**src/rtl/uart_tx_arbiter.sv**
```systemverilog
// Round-robin scheduler sharing one UART transmitter among NUM_REQ byte requesters.
// It launches one frame at a time, then tracks TX_BUSY until the frame completes or is abandoned.
module uart_tx_arbiter #(
  parameter int unsigned DATA_WIDTH   = 8,
  parameter int unsigned NUM_REQ      = 4,
  parameter int unsigned BUSY_TIMEOUT = 4,
  parameter int unsigned CNT_W        = 3
) (
  input  logic                          CLK,
  input  logic                          RST,
  input  logic [NUM_REQ-1:0]            REQ_VALID,
  input  logic [NUM_REQ*DATA_WIDTH-1:0] REQ_DATA,
  input  logic [NUM_REQ-1:0]            REQ_PAR_EN,
  input  logic [NUM_REQ-1:0]            REQ_PAR_TYP,
  output logic [NUM_REQ-1:0]            REQ_READY,
  input  logic                          TX_BUSY,
  output logic [DATA_WIDTH-1:0]         P_DATA,
  output logic                          Data_Valid,
  output logic                          PAR_EN,
  output logic                          PAR_TYP,
  output logic [$clog2(NUM_REQ)-1:0]    GRANT_ID,
  output logic                          ACTIVE,
  output logic                          FRAME_DONE,
  output logic                          TIMEOUT_ERR
);

  localparam int unsigned ID_W = $clog2(NUM_REQ);

  typedef enum logic [1:0] {
    IDLE      = 2'd0,
    LAUNCH    = 2'd1,
    WAIT_BUSY = 2'd2,
    WAIT_DONE = 2'd3
  } state_e;

  state_e state_q, state_d;

  logic [ID_W-1:0]       ptr_q, ptr_d;
  logic [ID_W-1:0]       win_idx;
  logic [ID_W-1:0]       cand;
  logic                  win_found;
  logic                  grant_c;
  logic [CNT_W-1:0]      cnt_q, cnt_d, cnt_inc;
  logic                  timeout_c;

  logic [NUM_REQ-1:0]    req_ready_d;
  logic [DATA_WIDTH-1:0] p_data_d;
  logic                  data_valid_d;
  logic                  par_en_d;
  logic                  par_typ_d;
  logic [ID_W-1:0]       grant_id_d;
  logic                  active_d;
  logic                  frame_done_d;
  logic                  timeout_err_d;

  // Per-requester byte lanes of the flat data bus
  logic [DATA_WIDTH-1:0] req_bytes [NUM_REQ];

  for (genvar g = 0; g < NUM_REQ; g++) begin : g_lane
    assign req_bytes[g] = REQ_DATA[g*DATA_WIDTH +: DATA_WIDTH];
  end

  // Rotating search: first valid requester at or after the pointer, with wrap
  always_comb begin
    win_idx   = '0;
    win_found = 1'b0;
    cand      = '0;
    for (int unsigned k = 0; k < NUM_REQ; k++) begin
      if (32'(ptr_q) + k >= NUM_REQ) begin
        cand = ID_W'(32'(ptr_q) + k - NUM_REQ);
      end else begin
        cand = ID_W'(32'(ptr_q) + k);
      end
      if (!win_found && REQ_VALID[cand]) begin
        win_found = 1'b1;
        win_idx   = cand;
      end
    end
  end

  assign grant_c   = (state_q == IDLE) && !TX_BUSY && win_found;
  assign cnt_inc   = cnt_q + CNT_W'(1);
  assign timeout_c = (cnt_inc == CNT_W'(BUSY_TIMEOUT));

  // State register
  always_ff @(posedge CLK) begin
    if (!RST) begin
      state_q <= IDLE;
    end else begin
      state_q <= state_d;
    end
  end

  // Next-state logic; busy is only looked at once the strobe has gone out
  always_comb begin
    state_d = state_q;
    case (state_q)
      IDLE: begin
        if (grant_c) begin
          state_d = LAUNCH;
        end
      end
      LAUNCH: begin
        state_d = WAIT_BUSY;
      end
      WAIT_BUSY: begin
        if (TX_BUSY) begin
          state_d = WAIT_DONE;
        end else if (timeout_c) begin
          state_d = IDLE;
        end
      end
      WAIT_DONE: begin
        if (!TX_BUSY) begin
          state_d = IDLE;
        end
      end
      default: begin
        state_d = IDLE;
      end
    endcase
  end

  // Output and datapath next values; frame fields hold until the next grant
  always_comb begin
    req_ready_d   = '0;
    data_valid_d  = 1'b0;
    frame_done_d  = 1'b0;
    timeout_err_d = 1'b0;
    p_data_d      = P_DATA;
    par_en_d      = PAR_EN;
    par_typ_d     = PAR_TYP;
    grant_id_d    = GRANT_ID;
    ptr_d         = ptr_q;
    cnt_d         = cnt_q;
    active_d      = (state_d != IDLE);
    case (state_q)
      IDLE: begin
        if (grant_c) begin
          req_ready_d[win_idx] = 1'b1;
          data_valid_d         = 1'b1;
          p_data_d             = req_bytes[win_idx];
          par_en_d             = REQ_PAR_EN[win_idx];
          par_typ_d            = REQ_PAR_TYP[win_idx];
          grant_id_d           = win_idx;
          ptr_d                = (win_idx == ID_W'(NUM_REQ - 1)) ? '0 : win_idx + ID_W'(1);
        end
      end
      LAUNCH: begin
        cnt_d = '0;
      end
      WAIT_BUSY: begin
        if (!TX_BUSY) begin
          cnt_d         = cnt_inc;
          timeout_err_d = timeout_c;
        end
      end
      WAIT_DONE: begin
        frame_done_d = !TX_BUSY;
      end
      default: begin
        cnt_d = '0;
      end
    endcase
  end

  // Registered outputs, pointer and timeout counter
  always_ff @(posedge CLK) begin
    if (!RST) begin
      REQ_READY   <= '0;
      P_DATA      <= '0;
      Data_Valid  <= 1'b0;
      PAR_EN      <= 1'b0;
      PAR_TYP     <= 1'b0;
      GRANT_ID    <= '0;
      ACTIVE      <= 1'b0;
      FRAME_DONE  <= 1'b0;
      TIMEOUT_ERR <= 1'b0;
      ptr_q       <= '0;
      cnt_q       <= '0;
    end else begin
      REQ_READY   <= req_ready_d;
      P_DATA      <= p_data_d;
      Data_Valid  <= data_valid_d;
      PAR_EN      <= par_en_d;
      PAR_TYP     <= par_typ_d;
      GRANT_ID    <= grant_id_d;
      ACTIVE      <= active_d;
      FRAME_DONE  <= frame_done_d;
      TIMEOUT_ERR <= timeout_err_d;
      ptr_q       <= ptr_d;
      cnt_q       <= cnt_d;
    end
  end

endmodule
```
**config.mk**
```make
export PLATFORM = sky130hd
export DESIGN_NAME = uart_tx_arbiter
export DESIGN_NICKNAME = d
export VERILOG_FILES = /design/src/rtl/uart_tx_arbiter.sv
export SDC_FILE = /design/constraint.sdc
export NUM_CORES = 1
export LEC_CHECK = 0
export ABC_AREA = 0
export BUFFER_PORTS_ARGS = -buffer_cell sky130_fd_sc_hd__buf_4
export CORE_AREA = 2 2 57 59
export CTS_CLUSTER_DIAMETER = 30
export DETAILED_ROUTE_END_ITERATION = 8
export DIE_AREA = 0 0 59 61
export MAX_ROUTING_LAYER = met4
export PLACE_DENSITY = 0.82
export SKIP_CTS_REPAIR_TIMING = 1
export SLEW_MARGIN = 40
export SYNTH_ARGS = -nofsm -noshare
export SYNTH_HDL_FRONTEND = slang
export SYNTH_SLANG_ARGS = --single-unit
```
**constraint.sdc**
```tcl
create_clock -name CLK -period 3.3 [get_ports CLK]
set_input_delay 0.165 -clock CLK [delete_from_list [all_inputs] [get_ports CLK]]
set_output_delay 0.165 -clock CLK [all_outputs]
set_load 0.05 [all_outputs]
```
Word-level counts from Yosys, hierarchy flattened
Cells that the tools add are included.
Word-level totals
  register bits: 27
  bits in latches: 0
  bits in writable memories: 0
  ROM bits: 0
  input bits: 47
  output and inout bits: 20
  word-level logic and storage cells: 98
  memories kept: 0
Operators by class
  $add $sub $neg: 9
  multiply operators: 0
  div/mod/pow operators: 0
  magnitude comparators: 11
  eq/ne operators: 6
  shift-type cells: 0
  mux-type cells: 38
  bitwise operators: 3
  reductions and logical operators: 19
Operator list (count)
  two-way mux 2 bit: 13
  binary-select mux 8 bit (select 2 bit): 1
  two-way mux 8 bit: 2
  less-than comparator 2 x 3 -> 1 bit (second input constant): 5
  binary-select mux 1 bit (select 2 bit): 6
  greater-or-equal comparator 3 bit (second input constant): 4
  two-way mux 1 bit: 12
  case mux 2 bit (4 select lines): 1
  AND reduction 2 bit: 4
  subtractor 2 x 1 -> 2 bit (second input constant): 4
  adder 2 x 2 -> 3 bit (second input constant): 2
  equality test 2 bit (second input constant): 3
  logical AND 1 bit: 6
  case mux 3 bit (2 select lines): 1
  logical NOT 1 bit: 4
  nonzero test 2 bit: 2
  adder 2 x 1 -> 3 bit (second input constant): 1
  adder 3 x 1 -> 3 bit (second input constant): 1
  equality test 3 bit (second input constant): 1
  greater-or-equal comparator 2 x 3 -> 1 bit (second input constant): 1
  two-way mux 3 bit: 1
  inverter 2 -> 3 bit: 1
  AND reduction 3 bit: 1
  OR reduction 3 bit: 1
  other kinds (7): 8

Logic depth before layout (Yosys ltp)
  depth in word-level cells: 18
  mapped depth: 9
  mapped depth without buffers: 7

Least setup slack after synthesis
No wires, ideal clock.
  path type: register to register
  start point: register ptr_q[0]
  end point: register ptr_q[1]
  setup time: 120 ps
  arrival: 1569 ps
  data required time: 3180 ps
  setup slack: 1611 ps
  stages on the path, launching flop included: 10
  buffers on the path: 2
  period minus slack after synthesis: 1689 ps
  cells stage by stage: dfxtp_1 > or2b_1 > a21o_1 > or3b_1 > buf_6 > buf_12 > inv_1 > ha_1 > nand2_1 > a21oi_1
On the way
  word-level cells in the longest chain between the ends: 16
  elaborated cells between the ends (all ways): 42
  those cells by class: 8 x add/sub; 4 x order compare; 1 x eq/ne; 21 x mux; 8 x reduce/logical
Ends and longest elaborated chain
  start, declared: RTL line 38  | logic [ID_W-1:0] ptr_q, ptr_d;
  start signal, assigned: RTL line 191  | ptr_q <= ptr_d;
  parallel branches: the longest is 13 deep, another holds adder 2 x 1 -> 3 bit
  two-way mux 2 bit (*): RTL line 74  | if (!win_found && REQ_VALID[cand]) begin
  via win_idx[0]: RTL line 39  | logic [ID_W-1:0] win_idx;
  adder 2 x 1 -> 2 bit or equality test 2 bit (tied branches): RTL line 146  | ptr_d = (win_idx == ID_W'(NUM_REQ - 1)) ? '0 : win_idx + ID_W'(1);
  two-way mux 2 bit (*): RTL line 146
Mark *: on every way through the listed nets, which the timed path passes. The select of a mux whose other input is x is not followed.
A chain may end at the register's enable or synchronous reset.

Final worst setup path
Same ends and word-level chain as after synthesis.

==> results_dict.tcl <==
set metrics [dict create \
    dp_hpwl_um 2850 \
    tns_ns 0 \
    yosys_warnings 0 \
    synth_edf_count 0 \
    fillerInstances 249 \
    clock_tree.root_cell "clkbuf_4" \
    pwr-share-clk_pct 17.6 \
    rsz0062_at_grt "no" \
    antenna_left 0 \
    pwr_density_cell_nw_per_um2 427 \
    worstSetupPathType "register to register" \
    p_int_uw 526 \
    crit_family "buffers and inverters" \
    crit_buf_inv 2 \
    ys_seq_area_share_pct 38.2 \
    vias_per_cell 5.62 \
    syn-cell-area_um2 1410 \
    min_period_over_period_pct 57.9 \
    p_comb_share_pct 37.0 \
    track_usage_pct 21.6 \
    hold_viol_final 0 \
    fin_skew_ns 0.0224 \
    synth_top_area_share_pct 38.2 \
    synth_area_leaders "dfxtp_1, mux2i_1, o221ai_1" \
    grt_max_degree 24 \
    startpoint_type "register" \
    wire_per_inst_um 14.8 \
    crit_fanout 23 \
    dr_total_vias 1383 \
    tightestPinTransition_ns 0.698 \
    drv_cap 0 \
    area_growth_pct 36.3 \
    cts_buffer_depth 2 \
    dieArea_um2 3600 \
    htree_num_levels 1 \
    synth.ff_latch_count 27 \
    p_leak_uw 0.000985 \
    end_kind "register" \
    firstDrtPassIters 4 \
    std_cell_rows 20 \
    numCtsBuffers 3 \
    layout_min_cycle_time_ns 1.91 \
    slew_headroom_pct 53.1 \
    run_status "finished clean" \
    dieHeight_um 61 \
    yosysTopAreaCell "dfxtp_1" \
    io_buffers 66 \
    hold_ws_ns 0.120 \
    required_ns 3.57 \
    pwr-share-seq_pct 45.5 \
    synth_ff_type "dfxtp_1" \
    syn_inst 148 \
    overflow 0 \
    clock_latency_ns 0.33 \
    wirelength_um 3630 \
    async_reset_ff_share_pct 0 \
    hp-class "input port to register" \
    irDropWorstVdd_v 0.000282 \
    synth.distinct_cells 31 \
    synth.net_count 201 \
    slowest_stage "dfxtp_1" \
    crit_chain "or2b_1 -> a21o_1 -> or3b_1 -> buf_4 -> inv_1 -> ha_1 -> nand2_1 -> a21oi_1" \
    cpPeakStageDelay_ns 0.36 \
    worstPathArrival_ns 2.18 \
    power.switching_uw 296 \
    grt_pass1_wl_um 5750 \
    synth_commonest_cells "dfxtp_1, mux2i_1, nand2_1, nand3_1" \
    grt_pass1_vias 1369 \
    start_util_pct 47.9 \
    core_area_um2 2950 \
    setup_viol 0 \
    nNetsFinal 267 \
    cts_num_sinks 27 \
    slew_viol_final 0 \
    cts_tree "done" \
    gp_congestion 0.753 \
    swShare_pct 36.0 \
    die_x_um 59 \
    drt_iter0_drc 33 \
    clk_pin_slew_ns 0.16 \
    syn_area_per_cell_um2 9.55 \
    fmax_mhz 523 \
    antenna_found_initial 0 \
    diodes 0 \
    synth_most_common_cell "dfxtp_1" \
    drive_gt1_share_pct 35.7 \
    ioPinCount 67 \
    drc 0 \
]
area by class of cell:
cell class / count / area, µm² / share of cell area [%]
sequential: 27 / 541 / 28.1
multi-input combinational: 110 / 792 / 41.1
clock inverter: 1 / 5.00 / 0.260
tap: 33 / 41.3 / 2.14
timing repair buffer: 68 / 510 / 26.5
clock buffer: 3 / 22.5 / 1.17
inverter: 4 / 15.0 / 0.779
layout by cell type (no fill, tap or decap), types with 2 or more instances in the layout:
cell type,n
a21boi_0,2
a21oi_1,10
a22oi_1,2
and3_1,5
buf_4,68
clkbuf_4,3
dfxtp_1,27
ha_1,6
inv_1,3
mux2i_1,20
nand2_1,12
nand2b_1,4
nand3_1,11
nor2_1,10
o21ai_0,3
o221ai_1,10
or2b_1,3
metrics by stage:
step	area [µm²]	power, µW	instances	utilization [%]	worst slack, ns
after floorplan	1410	593	148	-	1.61
after global placement	1900	673	242	64.3	1.49
after detailed placement	1900	686	242	64.3	1.38
after CTS	1930	824	246	65.3	1.36
after global routing	1930	864	246	65.3	1.24
final	1930	822	246	65.3	1.39
worst min-delay path, stage by stage:
cell and delay (ns):
buf_4 0.07, mux2i_1 0.06, o221ai_1 0.13
power by group through the flow:
| stage | logic (µW) | clock network (µW) | registers (µW) |
|---|---|---|---|
| after floorplan | 140 | 0 | 452 |
| final | 304 | 144 | 374 |
| after global routing | 326 | 161 | 377 |
| after global placement | 294 | 0 | 379 |
| after detailed placement | 305 | 0 | 380 |
| after CTS | 306 | 145 | 373 |
flip-flops by register name (all words and copies together) (netlist names), 2 cells and up:
register / flops
ptr_q: 2
GRANT_ID: 2
P_DATA: 8
REQ_READY: 4
state_q: 2
cnt_q: 3
cells by family after synthesis:
family                   Yosys count  share of synthesized area, %
flip-flops                        27                          38.2
AO/OA/AOI/OAI                     31                          16.6
multiplexers                      21                          15.0
XOR/XNOR                           1                         0.620
AND/OR/NAND/NOR                   51                          18.5
buffers and inverters             11                          5.75
adder cells (fa/ha/maj)            6                          5.31
worst paths after layout:
kind | to | startpoint | cells after the start | slack (ns)
setup reg to reg | ptr_q[1] | ptr_q[0] | 8 | 1.39
hold / removal | P_DATA[1] | REQ_DATA[25] | 3 | 0.12
setup / recovery | ptr_q[1] | ptr_q[0] | 8 | 1.39
hold reg to reg | GRANT_ID[1] | GRANT_ID[1] | 2 | 0.48
metal layers:
metal | global-route usage [%] | vias to the layer above | routed length, µm
li1 | - | 675 | -
met1 | 22.3 | 657 | 1370
met2 | 41.7 | 45 | 2050
met3 | 2.99 | 6 | 160
met4 | 7.14 | 0 | 46
met5 | - | - | 0
No activity file was read; power rests on OpenSTA's default activity.
